`config.mk`:
```
export PLATFORM = sky130hd
export DESIGN_NAME = countdown_timer_lcd
export DESIGN_NICKNAME = d
export VERILOG_FILES = /design/src/rtl/timer_pkg.sv /design/src/rtl/lcd_nibble_writer.sv /design/src/rtl/countdown_timer_lcd.sv
export SDC_FILE = /design/constraint.sdc
export NUM_CORES = 1
export LEC_CHECK = 0
export BUFFER_PORTS_ARGS = -buffer_cell sky130_fd_sc_hd__buf_4
export CORE_UTILIZATION = 45
export DETAILED_ROUTE_END_ITERATION = 10
export MAX_ROUTING_LAYER = met4
export PLACE_DENSITY = 0.72
export SYNTH_ARGS = -nofsm -noshare
export SYNTH_HDL_FRONTEND = slang
export SYNTH_HIERARCHICAL = 1
export SYNTH_SLANG_ARGS = --single-unit
```
`constraint.sdc`:
```
create_clock -name clk -period 4.48 [get_ports clk]
set_clock_uncertainty 0.2 [all_clocks]
set_input_delay 0 -clock clk [delete_from_list [all_inputs] [get_ports clk]]
set_output_delay 0 -clock clk [all_outputs]
set_load 0.01 [all_outputs]
```
`src/rtl/timer_pkg.sv`:
```
`default_nettype none
//------------------------------------------------------------------------------
// Module   : timer_pkg
// Purpose  : Shared types, LCD command bytes and BCD helpers for the
//            countdown_timer_lcd block.
// Contents : bcd_t / hms_t digit types, timer / LCD / nibble-writer state
//            enums, LCD command and ASCII constants, sanitise / decrement /
//            character-selection functions.
// Revision : 1.0 - initial release
//------------------------------------------------------------------------------
package timer_pkg;

   typedef logic [3:0] bcd_t;
   // [5]=hour tens, [4]=hour ones, [3]=min tens, [2]=min ones, [1]=sec tens, [0]=sec ones
   typedef bcd_t [5:0] hms_t;

   localparam logic [7:0] LCD_FUNC_4B = 8'h28;
   localparam logic [7:0] LCD_DISP_ON = 8'h0C;
   localparam logic [7:0] LCD_ENTRY   = 8'h06;
   localparam logic [7:0] LCD_CLEAR   = 8'h01;
   localparam logic [7:0] LCD_LINE1   = 8'h80;
   localparam logic [7:0] ASCII_ZERO  = 8'h30;
   localparam logic [7:0] ASCII_COLON = 8'h3A;

   typedef enum logic [1:0] {
      ST_IDLE    = 2'd0,
      ST_RUN     = 2'd1,
      ST_PAUSE   = 2'd2,
      ST_EXPIRED = 2'd3
   } timer_state_t;

   typedef enum logic [2:0] {
      LS_WAIT_PWR = 3'd0,
      LS_INIT     = 3'd1,
      LS_CMDS     = 3'd2,
      LS_WAIT_CLR = 3'd3,
      LS_FRAME    = 3'd4
   } lcd_state_t;

   typedef enum logic [1:0] {
      NW_IDLE  = 2'd0,
      NW_SETUP = 2'd1,
      NW_HIGH  = 2'd2,
      NW_LOW   = 2'd3
   } nw_state_t;

   // Tens-of-seconds and tens-of-minutes digits top out at 5, all others at 9.
   function automatic bcd_t digit_max(input int i);
      return (i == 1 || i == 3) ? 4'd5 : 4'd9;
   endfunction

   function automatic hms_t hms_sanitise(input hms_t v);
      hms_t r;
      for (int i = 0; i < 6; i++) begin
         r[i] = (v[i] > digit_max(i)) ? digit_max(i) : v[i];
      end
      return r;
   endfunction

   // Ripple borrow from seconds ones upward; caller guarantees v != 0.
   function automatic hms_t hms_dec(input hms_t v);
      hms_t r;
      logic borrow;
      r      = v;
      borrow = 1'b1;
      for (int i = 0; i < 6; i++) begin
         if (borrow) begin
            if (r[i] == 4'd0) begin
               r[i] = digit_max(i);
            end else begin
               r[i]   = r[i] - 4'd1;
               borrow = 1'b0;
            end
         end
      end
      return r;
   endfunction

   function automatic logic [7:0] init_cmd(input logic [1:0] idx);
      case (idx)
         2'd0:    return LCD_FUNC_4B;
         2'd1:    return LCD_DISP_ON;
         2'd2:    return LCD_ENTRY;
         default: return LCD_CLEAR;
      endcase
   endfunction

   // Frame byte 0 is the cursor-home command, bytes 1..8 spell "HH:MM:SS".
   function automatic logic [7:0] frame_byte(input logic [3:0] idx, input hms_t s);
      case (idx)
         4'd0:    return LCD_LINE1;
         4'd1:    return ASCII_ZERO + {4'h0, s[5]};
         4'd2:    return ASCII_ZERO + {4'h0, s[4]};
         4'd3:    return ASCII_COLON;
         4'd4:    return ASCII_ZERO + {4'h0, s[3]};
         4'd5:    return ASCII_ZERO + {4'h0, s[2]};
         4'd6:    return ASCII_COLON;
         4'd7:    return ASCII_ZERO + {4'h0, s[1]};
         default: return ASCII_ZERO + {4'h0, s[0]};
      endcase
   endfunction

endpackage
`default_nettype wire

```
`src/rtl/lcd_nibble_writer.sv`:
```
`default_nettype none
//------------------------------------------------------------------------------
// Module   : lcd_nibble_writer
// Purpose  : Presents one {rs,nibble} to an HD44780 4-bit bus and strobes EN.
//            One setup cycle with EN low, EN high for EN_CYCLES, EN low for
//            EN_CYCLES, then ready again. rs/data only change while EN is low.
// Ports    : clk, rst        - clock, synchronous active-high reset
//            valid/ready     - handshake, ready=1 only when idle
//            wr_rs/wr_nibble - register select and nibble to send
//            rs/en/data      - LCD pins
// Revision : 1.0 - initial release
//------------------------------------------------------------------------------
module lcd_nibble_writer
   import timer_pkg::*;
#(
   parameter int EN_CYCLES = 800
) (
   input  logic       clk,
   input  logic       rst,
   input  logic       valid,
   input  logic       wr_rs,
   input  logic [3:0] wr_nibble,
   output logic       ready,
   output logic       rs,
   output logic       en,
   output logic [3:0] data
);

   localparam int C_CW = (EN_CYCLES > 1) ? $clog2(EN_CYCLES) : 1;
   localparam logic [C_CW-1:0] C_LAST = C_CW'(EN_CYCLES - 1);

   nw_state_t       r_state, w_state_nxt;
   logic [C_CW-1:0] r_cnt, w_cnt_nxt;

   always_ff @(posedge clk) begin
      if (rst) begin
         r_state <= NW_IDLE;
         r_cnt   <= '0;
         rs      <= 1'b0;
         data    <= 4'h0;
      end else begin
         r_state <= w_state_nxt;
         r_cnt   <= w_cnt_nxt;
         // Latched on accept, while EN is still low.
         if (r_state == NW_IDLE && valid) begin
            rs   <= wr_rs;
            data <= wr_nibble;
         end
      end
   end

   always_comb begin
      w_state_nxt = r_state;
      w_cnt_nxt   = r_cnt;
      case (r_state)
         NW_IDLE:  if (valid) w_state_nxt = NW_SETUP;
         NW_SETUP: begin
            w_state_nxt = NW_HIGH;
            w_cnt_nxt   = '0;
         end
         NW_HIGH: begin
            if (r_cnt == C_LAST) begin
               w_state_nxt = NW_LOW;
               w_cnt_nxt   = '0;
            end else begin
               w_cnt_nxt = r_cnt + C_CW'(1);
            end
         end
         default: begin
            if (r_cnt == C_LAST) begin
               w_state_nxt = NW_IDLE;
               w_cnt_nxt   = '0;
            end else begin
               w_cnt_nxt = r_cnt + C_CW'(1);
            end
         end
      endcase
   end

   assign en    = (r_state == NW_HIGH);
   assign ready = (r_state == NW_IDLE);

endmodule
`default_nettype wire

```
`src/rtl/countdown_timer_lcd.sv`:
```
`default_nettype none
//------------------------------------------------------------------------------
// Module   : countdown_timer_lcd
// Purpose  : HH:MM:SS BCD countdown timer with preset/start/pause/reload,
//            expiry buzzer and an HD44780 4-bit LCD refresh engine.
// Ports    : clk, rst                        - clock, sync active-high reset
//            preset_bcd[23:0]                - HHMMSS preset, six BCD digits
//            load, start, pause, buzz_clr    - control (load highest priority)
//            running, expired, buzzer        - status / buzzer drive
//            rs, en, data[3:0]               - LCD pins (D7..D4)
// Config   : BUZZER_PULSE_EN - when defined the buzzer toggles every CLK_HZ/4
//            cycles during its active window instead of staying high.
// Revision : 1.0 - initial release
//------------------------------------------------------------------------------
module countdown_timer_lcd
   import timer_pkg::*;
#(
   parameter int CLK_HZ     = 12_000_000,
   parameter int INIT_WAIT  = 60_000,
   parameter int EN_CYCLES  = 800,
   parameter int CLEAR_WAIT = 24_000,
   parameter int BUZZ_SECS  = 10
) (
   input  logic        clk,
   input  logic        rst,
   input  logic [23:0] preset_bcd,
   input  logic        load,
   input  logic        start,
   input  logic        pause,
   input  logic        buzz_clr,
   output logic        running,
   output logic        expired,
   output logic        buzzer,
   output logic        rs,
   output logic        en,
   output logic [3:0]  data
);

   localparam int C_PW    = (CLK_HZ > 1) ? $clog2(CLK_HZ) : 1;
   localparam logic [C_PW-1:0] C_PRESC_LAST = C_PW'(CLK_HZ - 1);
   localparam int C_BSW   = (BUZZ_SECS > 1) ? $clog2(BUZZ_SECS + 1) : 1;
   localparam logic [C_BSW-1:0] C_BUZZ_LAST = C_BSW'((BUZZ_SECS > 0) ? BUZZ_SECS - 1 : 0);
   localparam int C_WMAX  = (INIT_WAIT > CLEAR_WAIT) ? INIT_WAIT : CLEAR_WAIT;
   localparam int C_WW    = (C_WMAX > 1) ? $clog2(C_WMAX) : 1;

   // ---------------- timer ----------------
   timer_state_t     r_state, w_state_nxt;
   hms_t             r_cnt, w_cnt_nxt;
   logic [C_PW-1:0]  r_presc, w_presc_nxt;
   logic             r_buzz, w_buzz_nxt;
   logic [C_PW-1:0]  r_bz_presc, w_bz_presc_nxt;
   logic [C_BSW-1:0] r_bz_secs, w_bz_secs_nxt;
   logic             w_tick, w_expire;

   assign w_tick = (r_state == ST_RUN) && (r_presc == C_PRESC_LAST);

   always_ff @(posedge clk) begin
      if (rst) begin
         r_state    <= ST_IDLE;
         r_cnt      <= '0;
         r_presc    <= '0;
         r_buzz     <= 1'b0;
         r_bz_presc <= '0;
         r_bz_secs  <= '0;
      end else begin
         r_state    <= w_state_nxt;
         r_cnt      <= w_cnt_nxt;
         r_presc    <= w_presc_nxt;
         r_buzz     <= w_buzz_nxt;
         r_bz_presc <= w_bz_presc_nxt;
         r_bz_secs  <= w_bz_secs_nxt;
      end
   end

   always_comb begin
      w_state_nxt    = r_state;
      w_cnt_nxt      = r_cnt;
      w_presc_nxt    = r_presc;
      w_buzz_nxt     = r_buzz;
      w_bz_presc_nxt = r_bz_presc;
      w_bz_secs_nxt  = r_bz_secs;
      w_expire       = 1'b0;
      if (load) begin
         w_cnt_nxt   = hms_sanitise(hms_t'(preset_bcd));
         w_presc_nxt = '0;
         w_state_nxt = ST_IDLE;
         w_buzz_nxt  = 1'b0;
      end else if (buzz_clr) begin
         if (r_state == ST_EXPIRED) begin
            w_state_nxt = ST_IDLE;
            w_buzz_nxt  = 1'b0;
         end
      end else if (start && (r_state == ST_IDLE || r_state == ST_PAUSE)) begin
         // Prescaler is left alone so a resume finishes the interrupted second.
         w_state_nxt = ST_RUN;
      end else if (pause && r_state == ST_RUN) begin
         w_state_nxt = ST_PAUSE;
      end else if (r_state == ST_RUN) begin
         if (w_tick) begin
            w_presc_nxt = '0;
            if (r_cnt == '0) begin
               w_state_nxt    = ST_EXPIRED;
               w_buzz_nxt     = 1'b1;
               w_bz_presc_nxt = '0;
               w_bz_secs_nxt  = '0;
               w_expire       = 1'b1;
            end else begin
               w_cnt_nxt = hms_dec(r_cnt);
            end
         end else begin
            w_presc_nxt = r_presc + C_PW'(1);
         end
      end else if (r_state == ST_EXPIRED && r_buzz) begin
         // Independent one-second timebase measuring the buzzer window.
         if (r_bz_presc == C_PRESC_LAST) begin
            w_bz_presc_nxt = '0;
            if (BUZZ_SECS != 0 && r_bz_secs == C_BUZZ_LAST) w_buzz_nxt = 1'b0;
            else w_bz_secs_nxt = r_bz_secs + C_BSW'(1);
         end else begin
            w_bz_presc_nxt = r_bz_presc + C_PW'(1);
         end
      end
   end

   assign running = (r_state == ST_RUN);
   assign expired = (r_state == ST_EXPIRED);

`ifdef BUZZER_PULSE_EN
   localparam int C_BEEP  = (CLK_HZ / 4 > 0) ? CLK_HZ / 4 : 1;
   localparam int C_BEW   = (C_BEEP > 1) ? $clog2(C_BEEP) : 1;
   localparam logic [C_BEW-1:0] C_BEEP_LAST = C_BEW'(C_BEEP - 1);
   logic             r_beep;
   logic [C_BEW-1:0] r_beep_cnt;
   always_ff @(posedge clk) begin
      if (rst) begin
         r_beep     <= 1'b0;
         r_beep_cnt <= '0;
      end else if (w_expire) begin
         r_beep     <= 1'b1;
         r_beep_cnt <= '0;
      end else if (r_buzz) begin
         if (r_beep_cnt == C_BEEP_LAST) begin
            r_beep_cnt <= '0;
            r_beep     <= ~r_beep;
         end else begin
            r_beep_cnt <= r_beep_cnt + C_BEW'(1);
         end
      end
   end
   assign buzzer = r_buzz & r_beep;
`else
   assign buzzer = r_buzz;
`endif

   // ---------------- LCD sequencer ----------------
   lcd_state_t      r_ls, w_ls_nxt;
   logic [3:0]      r_idx, w_idx_nxt;
   logic            r_lo, w_lo_nxt;
   logic [C_WW-1:0] r_wait, w_wait_nxt;
   hms_t            r_snap;
   logic            w_snap_take, w_valid, w_ready, w_wr_rs, w_accept;
   logic [3:0]      w_wr_nib;
   logic [7:0]      w_byte;

   assign w_accept = w_valid & w_ready;

   always_ff @(posedge clk) begin
      if (rst) begin
         r_ls   <= LS_WAIT_PWR;
         r_idx  <= 4'd0;
         r_lo   <= 1'b0;
         r_wait <= '0;
         r_snap <= '0;
      end else begin
         r_ls   <= w_ls_nxt;
         r_idx  <= w_idx_nxt;
         r_lo   <= w_lo_nxt;
         r_wait <= w_wait_nxt;
         if (w_snap_take) r_snap <= r_cnt;
      end
   end

   always_comb begin
      w_ls_nxt    = r_ls;
      w_idx_nxt   = r_idx;
      w_lo_nxt    = r_lo;
      w_wait_nxt  = r_wait;
      w_snap_take = 1'b0;
      w_valid     = 1'b0;
      w_wr_rs     = 1'b0;
      w_byte      = 8'h00;
      w_wr_nib    = 4'h0;
      case (r_ls)
         LS_WAIT_PWR: begin
            if (r_wait == C_WW'(INIT_WAIT - 1)) begin
               w_ls_nxt   = LS_INIT;
               w_wait_nxt = '0;
               w_idx_nxt  = 4'd0;
            end else begin
               w_wait_nxt = r_wait + C_WW'(1);
            end
         end
         LS_INIT: begin
            w_valid  = 1'b1;
            w_wr_nib = (r_idx == 4'd3) ? 4'h2 : 4'h3;
            if (w_accept) begin
               if (r_idx == 4'd3) begin
                  w_ls_nxt  = LS_CMDS;
                  w_idx_nxt = 4'd0;
                  w_lo_nxt  = 1'b0;
               end else begin
                  w_idx_nxt = r_idx + 4'd1;
               end
            end
         end
         LS_CMDS: begin
            w_byte   = init_cmd(r_idx[1:0]);
            w_valid  = 1'b1;
            w_wr_nib = r_lo ? w_byte[3:0] : w_byte[7:4];
            if (w_accept) begin
               w_lo_nxt = ~r_lo;
               if (r_lo) begin
                  if (r_idx == 4'd3) begin
                     w_ls_nxt   = LS_WAIT_CLR;
                     w_wait_nxt = '0;
                  end else begin
                     w_idx_nxt = r_idx + 4'd1;
                  end
               end
            end
         end
         LS_WAIT_CLR: begin
            // Count only once the clear command's low nibble has fully left.
            if (w_ready) begin
               if (r_wait == C_WW'(CLEAR_WAIT - 1)) begin
                  w_ls_nxt   = LS_FRAME;
                  w_wait_nxt = '0;
                  w_idx_nxt  = 4'd0;
                  w_lo_nxt   = 1'b0;
               end else begin
                  w_wait_nxt = r_wait + C_WW'(1);
               end
            end
         end
         default: begin
            w_byte   = frame_byte(r_idx, r_snap);
            w_valid  = 1'b1;
            w_wr_rs  = (r_idx != 4'd0);
            w_wr_nib = r_lo ? w_byte[3:0] : w_byte[7:4];
            if (w_accept) begin
               // Snapshot on the home command so all eight chars agree.
               if (r_idx == 4'd0 && !r_lo) w_snap_take = 1'b1;
               w_lo_nxt = ~r_lo;
               if (r_lo) w_idx_nxt = (r_idx == 4'd8) ? 4'd0 : r_idx + 4'd1;
            end
         end
      endcase
   end

   lcd_nibble_writer #(
      .EN_CYCLES (EN_CYCLES)
   ) u_writer (
      .clk       (clk),
      .rst       (rst),
      .valid     (w_valid),
      .wr_rs     (w_wr_rs),
      .wr_nibble (w_wr_nib),
      .ready     (w_ready),
      .rs        (rs),
      .en        (en),
      .data      (data)
   );

endmodule
`default_nettype wire
```
==> run metrics, run 1 <==
status finished, final reports clean; part of the power in combinational logic 0.169; most frequent cells in the layout dfxtp_1, nor2_1, nand2_1; net switching power 0.0009286 W; DRC errors left 0; P_leak 3.482 nW; H-tree Lvls 4; IO Count 39; worst vdd rail ir drop 327.9 uV; post-CTS setup buffer count 0; total CTS buffers 17; critical path's top delay family buffers and inverters; die span in y 133.2 um; clock sinks 144; share of layout cells above drive strength 1 0.1043; cts hold-fix bufs 56; gp weighted congestion 0.8410; Setup TNS 0 ns; ant diodes 0; Max Freq 268.5 MHz; Die W 133.2 um; WL final 18.52 mm; kind of end point of the critical path flop; full die area 17750 um^2; vias in the first global route 6715; Area Growth Syn to Fin 19.63%; Reg area 2883 um^2; initial core utilization 0.4641; hold_sp load; Crit Path Category reg2reg; Hold WC Path Type in2reg; clock root cell clkbuf_16; worst-path cell chain nand2b_1 > inv_1 > nand4_1 > nor3b_2 > and2_4 > o22ai_1 > dlygate4sd3_1 > a31o_2 > dlygate4sd3_1; Switching Share 0.2773; routed vias 7057; CTS Buffer Depth 2; Bufs and invs on worst path 3; CP most frequent cell dlygate4sd3_1; pin count of the biggest net entering global routing 58; ys async rst share 0; sequential area share after synthesis 0.3719; post-route antenna net violation count 0; worst reg-to-reg setup slack 0.76 ns; RSZ-0062 raised after global routing no; final hold vios 0; PwrDens 361.2 nW/um^2; number of synthesized flops with an enable pin 0; overall power 0.003349 W; # rows 47; Post-Syn Instances 928; # resized after CTS 0; Startpoint Class flop; Yosys reg bits 144; TritonRoute pass-1 iters 5; Iter 0 DRT Violations 425; gr ovfl total 0; core outline area 16700 um^2; Synth Warn # 6; hold endpoint r_cnt[10]; Port Buffers 38; first-pass GRT wire length 31.60 mm; # fillers 1560; Worst Hold Depth 4; Crit path depth 9; total track usage 0.2241; worst-margin pin slew 1.223 ns; cells on worst reg2reg path 9; Post-Syn Area 7751 um^2; commonest non-fill, non-tap cell in the layout dfxtp_1; Tmin final 3.724 ns; Vias/cell 5.710; Setup violations, final 0; Flop pwr share 0.417; Reg2Reg Capture Point r_cnt[4]; NumNets Final 1046; max-cap violations 0; highest-delay cell along the critical path dlygate4sd3_1; Max Slew Vio Count 0; initial antenna violation count 0; Mapped Nets 971; final period utilization 0.8313; worst reg2reg startpoint r_state[0]; internal power 0.002420 W; Netlist cell types 89; Clk network pwr share 0.414; slew margin rel. 0.1738; Critical Path Max Stage Delay 0.57 ns; Arrival @ worst endpoint 3.83 ns; syn avg cell area 8.353 um^2; hpwl dp 12.22 mm; WL/cell 14.99 um; most used flip-flop cell after synthesis dfxtp_1; Worst Path Required 4.59 ns; clock slew at reported path FFs 0.06 ns; Skew-Pair Late Insertion Delay 0.43 ns; CP max FO 13; CTS tree done; area of the multi-input gates 4546 um^2
[worst register-to-register path, stage by stage, from the launching register on]
cell	delay, ns
dfxtp_1	0.44
nand2b_1	0.15
inv_1	0.33
nand4_1	0.33
nor3b_2	0.45
and2_4	0.26
o22ai_1	0.08
dlygate4sd3_1	0.57
a31o_2	0.25
dlygate4sd3_1	0.56
[power by group through the flow]
stage | combinational (W) | clock (W) | sequential [W]
6_report | 0.000567 | 0.00139 | 0.00140
5_1_grt | 0.000634 | 0.00146 | 0.00140
4_1_cts | 0.000560 | 0.00140 | 0.00139
3_5_place_dp | 0.000519 | 0 | 0.00142
3_3_place_gp | 0.000514 | 0 | 0.00142
2_1_floorplan | 0.000422 | 0 | 0.00139
[worst max-delay path by stage]
stage	from	end
final	r_state[0]	r_cnt[4]
after floorplan	r_presc[0]	r_cnt[19]
after CTS	r_presc[0]	r_cnt[4]
after detailed placement	r_idx[0]	r_wait[11]
after global placement	r_idx[0]	r_wait[11]
after global routing	r_state[0]	r_cnt[4]
[flip-flops by register name, indices dropped and copies added (netlist names), 2 cells and up]
register / flops
r_presc: 24
r_bz_secs: 4
u_writer/r_state: 2
r_idx: 4
r_wait: 16
r_state: 2
u_writer/r_cnt: 10
r_bz_presc: 24
u_writer/data: 4
r_snap: 24
r_ls: 3
r_cnt: 24
[kinds of logic (layout without fill, tap and decap cells)]
kind of cell / count (synthesis) / in the layout / share of synthesized area
XOR/XNOR: 50 / 50 / 0.05650
buffers and inverters: 71 / 159 / 0.04164
AND/OR/NAND/NOR: 416 / 416 / 0.2946
adder cells (fa/ha/maj): 13 / 13 / 0.02099
multiplexers: 36 / 36 / 0.04649
AO/OA/AOI/OAI: 198 / 198 / 0.1679
flip-flops: 144 / 144 / 0.3719
[cell usage after synthesis, types with 3 or more instances]
cell	number	share of area
nand3_1	39	0.025
nor4bb_1	3	0.0039
a211oi_1	8	0.0077
nand3b_1	7	0.0068
mux2i_1	36	0.046
a21o_1	4	0.0039
xor2_1	35	0.040
a221oi_1	6	0.0068
clkbuf_1	34	0.016
clkbuf_8	4	0.0071
nor4_1	8	0.0065
or4_1	9	0.0087
or3_1	4	0.0032
o21ai_0	45	0.029
o22ai_1	5	0.0040
or2_2	4	0.0032
nor4b_1	8	0.0090
o21a_1	4	0.0039
nand4b_1	4	0.0045
xnor2_1	15	0.017
a31oi_1	11	0.0089
a211o_1	3	0.0034
nor3b_1	7	0.0068
and4_1	9	0.010
inv_1	26	0.013
a222oi_1	4	0.0052
dfxtp_1	144	0.37
and3_1	16	0.013
nor2b_1	12	0.0097
and2_1	4	0.0032
nand4_1	19	0.015
o211ai_1	4	0.0039
and3_2	3	0.0029
nand2_1	73	0.035
a21oi_1	55	0.036
o31ai_1	16	0.015
nand2b_1	11	0.0089
nor2_1	118	0.057
nor3_1	31	0.020
ha_1	13	0.021
[through the flow]
| stage | instance area (um^2) | util | hold slack, ns | std cells | setup WS (ns) |
|---|---|---|---|---|---|
| after floorplan | 7751 | - | -0.1309 | 928 | 1.921 |
| after global placement | 8135 | 0.4871 | 0.007844 | 1148 | 1.537 |
| after detailed placement | 8135 | 0.4871 | 0.01089 | 1148 | 1.468 |
| after CTS | 9273 | 0.5552 | 0.003236 | 1236 | 0.8190 |
| after global routing | 9273 | 0.5552 | 0.05960 | 1236 | 0.5034 |
| final | 9273 | 0.5552 | 0.03822 | 1236 | 0.7558 |
[area by class of cell]
| class | count | share of cell area |
|---|---|---|
| Clock inverter | 9 | 0.01174 |
| Tap cell | 220 | 0.02969 |
| Timing Repair Buffer | 100 | 0.09607 |
| Sequential cell | 144 | 0.3109 |
| Inverter | 27 | 0.01093 |
| Clock buffer | 23 | 0.05047 |
| Multi-Input combinational cell | 713 | 0.4902 |
[routing by layer]
layer,global-route usage,share of wire,vias up
li1,-,-,3536
met1,0.2858,0.49,3359
met2,0.3559,0.46,132
met3,0.03272,0.033,30
met4,0.09028,0.020,0
met5,-,0,-
(Power assumes the default switching activity.)
==> run 2, diff against run 1 <==
--- a/config.mk
+++ b/config.mk
@@ -5,11 +5,12 @@
 export SDC_FILE = /design/constraint.sdc
 export NUM_CORES = 1
 export LEC_CHECK = 0
+export ABC_AREA = 1
 export BUFFER_PORTS_ARGS = -buffer_cell sky130_fd_sc_hd__buf_4
 export CORE_UTILIZATION = 45
 export DETAILED_ROUTE_END_ITERATION = 10
 export MAX_ROUTING_LAYER = met4
-export PLACE_DENSITY = 0.72
+export PLACE_DENSITY = 0.74
 export SYNTH_ARGS = -nofsm -noshare
 export SYNTH_HDL_FRONTEND = slang
 export SYNTH_HIERARCHICAL = 1
==> constraint.sdc (replaced) <==
create_clock -name clk -period 3.35 [get_ports clk]
set_clock_uncertainty 0.2 [all_clocks]
set_input_delay 0 -clock clk [delete_from_list [all_inputs] [get_ports clk]]
set_output_delay 0 -clock clk [all_outputs]
set_load 0.01 [all_outputs]
==> run 2 against run 1 <==
Total power increased by 20%; combinational power decreased by 38%; flip-flop and latch count unchanged; global-route usage increased by 0.93 points; synthesized cell count increased by 46%; count of clock-buffer cells in the layout decreased by 3; clock power increased by 37%; final area increased by 11%; via count increased by 24%.
==> run metrics, run 2 <==
status finished, final reports clean; initial core utilization 0.4627 (-0.001390); net switching power 0.0009934 W (+7.0%); gp weighted congestion 0.9292 (+10%); share of layout cells above drive strength 1 0.1067 (+0.002419); internal power 0.003030 W (+25%); CP max FO 24 (+11); hold_ws 0.2500 ns (+0.2118 ns); gr ovfl total 0 (unchanged); Synth Warn # 6 (unchanged); Clk network pwr share 0.471 (+0.057); Post-Syn Instances 1359 (+46%); part of the power in combinational logic 0.088 (-0.081); pre-CTS setup slack 0.9821 ns (-0.4864 ns); Synth area leader dfxtp_1; ys async rst share 0 (unchanged); final hold vios 0 (unchanged); worst vdd rail ir drop 334.9 uV (+2.1%); Setup violations, final 0 (unchanged); die span in y 141.2 um (+5.9%); sequential area share after synthesis 0.3308 (-0.04107); ranking of synthesized cells by area dfxtp_1, nand2_1, nor2_1; highest-delay cell along the critical path dlygate4sd3_1; # fillers 1802 (+16%); clock slew at reported path FFs 0.06 ns (about the same); vias in the first global route 8108 (+21%); Mapped Nets 1402 (+44%); most frequent cells in the layout nand2_1, nor2_1, inv_1; hpwl dp 14.90 mm (+22%); Setup TNS 0 ns (unchanged); Iter 0 DRT Violations 625 (+47%); total track usage 0.2334 (+0.009307); worst reg-to-reg setup slack 0.44 ns (-0.32 ns); slew margin rel. 0.4185 (+0.2447); P_leak 4.067 nW (+17%); syn avg cell area 6.412 um^2 (-23%); clock root cell clkbuf_16; routed vias 8782 (+24%); Worst Path Required 3.51 ns (-1.08 ns); commonest non-fill, non-tap cell in the layout nand2_1; Startpoint Class input port; most used flip-flop cell after synthesis dfxtp_1; ant diodes 0 (unchanged); Skew-Pair Late Insertion Delay 0.43 ns (about the same); Tmin final 3.036 ns; Area Growth Syn to Fin 18.29%; Crit Path Category in2reg; Vias/cell 5.130 (-10%); core outline area 18830 um^2 (+13%); # rows 50 (+6.4%); CTS tree done; TritonRoute pass-1 iters 5 (unchanged); Max Freq 329.4 MHz; pin count of the biggest net entering global routing 60 (+3.4%); area of the multi-input gates 4986 um^2 (+9.7%); max-cap violations 0 (unchanged); Arrival @ worst endpoint 3.20 ns (-0.63 ns); WL/cell 12.68 um (-15%); full die area 19920 um^2 (+12%); Die W 141.2 um (+5.9%); commonest cells in the netlist nand2_1, nor2_1, inv_1; clock sinks 144 (unchanged); Flop pwr share 0.441 (+0.024); total CTS buffers 17 (unchanged); Area after DPL 9189 um^2 (+13%); Switching Share 0.2469 (-0.03040); Yosys reg bits 144 (unchanged); worst-margin pin slew 0.8713 ns (-0.3519 ns); first-pass GRT wire length 36.91 mm (+17%); NumNets Final 1482 (+42%); Max Slew Vio Count 0 (unchanged); Hold WC Path Type reg2reg; number of synthesized flops with an enable pin 0 (unchanged); # resized after CTS 0 (unchanged); Critical Path Max Stage Delay 0.57 ns (about the same); Port Buffers 38 (unchanged); final worst slack 0.3140 ns (-0.4418 ns); final instance area 10310 um^2 (+11%); final period utilization 0.9063; RSZ-0062 raised after global routing no; most common cell in the synthesized netlist nand2_1; worst-path cell chain dlygate4sd3_1 > buf_4 > inv_1 > nor3_1 > nand2_1 > dlygate4sd3_1 > o21ai_0 > dlygate4sd3_1 > o21ai_0 > nor2_1; Reg area 2883 um^2 (unchanged); kind of end point of the critical path flop; WL final 21.71 mm (+17%); H-tree Lvls 4 (unchanged); Netlist cell types 55 (-38%); Post-Syn Area 8713 um^2 (+12%); post-route antenna net violation count 0 (unchanged); DRC errors left 0 (unchanged); initial antenna violation count 0 (unchanged); share of the synthesized area in the top cell type 0.3308 (-0.04107); IO Count 39 (unchanged); overall power 0.004024 W (+20%); PwrDens 390.4 nW/um^2 (+8.1%); CTS Buffer Depth 2 (unchanged); CP most frequent cell dlygate4sd3_1
[run 2: worst paths after layout]
check,cells after the start,endpoint,startpoint
setup reg to reg,12,r_cnt[8],r_state[0]
setup / recovery,10,r_cnt[5],load
hold / removal,2,r_snap[9],r_snap[9]
hold reg to reg,2,r_snap[9],r_snap[9]
[run 2: power by group through the flow]
stage / Sequential [W] / Clock (W) / Combinational [W]
after detailed placement: 0.00181 / 0 / 0.000284
after CTS: 0.00177 / 0.00193 / 0.000343
final: 0.00177 / 0.00190 / 0.000353
after floorplan: 0.00180 / 0 / 0.000208
after global routing: 0.00178 / 0.00201 / 0.000391
after global placement: 0.00181 / 0 / 0.000281
[run 2: critical path, delay by kind of cell]
kind,cells,cell delay (ns)
compound gates,2,0.16
buf+inv,5,2.44
simple gates,3,0.59
[run 2: layout make-up]
| class | instances | share of cell area |
|---|---|---|
| clock buffers | 20 | 0.04431 |
| clock inverters | 12 | 0.01275 |
| inverters | 184 | 0.06737 |
| multi-input cells | 999 | 0.4837 |
| flip-flops and latches | 144 | 0.2797 |
| well taps | 260 | 0.03156 |
| repair buffers | 93 | 0.08060 |
[run 2: per-stage QoR]
step / std cells / util
CTS: 1712 / 0.5474
detailed placement: 1627 / 0.4880
floorplan: 1359 / -
global route: 1712 / 0.5474
global placement: 1627 / 0.4880
finish: 1712 / 0.5474
[run 2: cell families after synthesis]
kind of cell	Yosys count	synth area share
buf+inv	216	0.09693
fa+ha+maj	13	0.01867
xor+xnor	25	0.02513
compound gates	216	0.1367
flops	144	0.3308
simple gates	745	0.3917
[run 2: what timing repair did]
| action | in CTS | in global routing |
|---|---|---|
| hold buffers | 53 | 0 |
| endpoints found under the hold margin | 53 | 0 |
| setup buffers | 0 | 0 |
[run 2: routing by layer]
layer | part of all wire | wire length (um) | global-route usage
met1 | 0.45 | 9763 | 0.2862
met2 | 0.48 | 10470 | 0.3843
met3 | 0.048 | 1044 | 0.04008
met4 | 0.020 | 433 | 0.08467
met5 | 0 | 0 | -
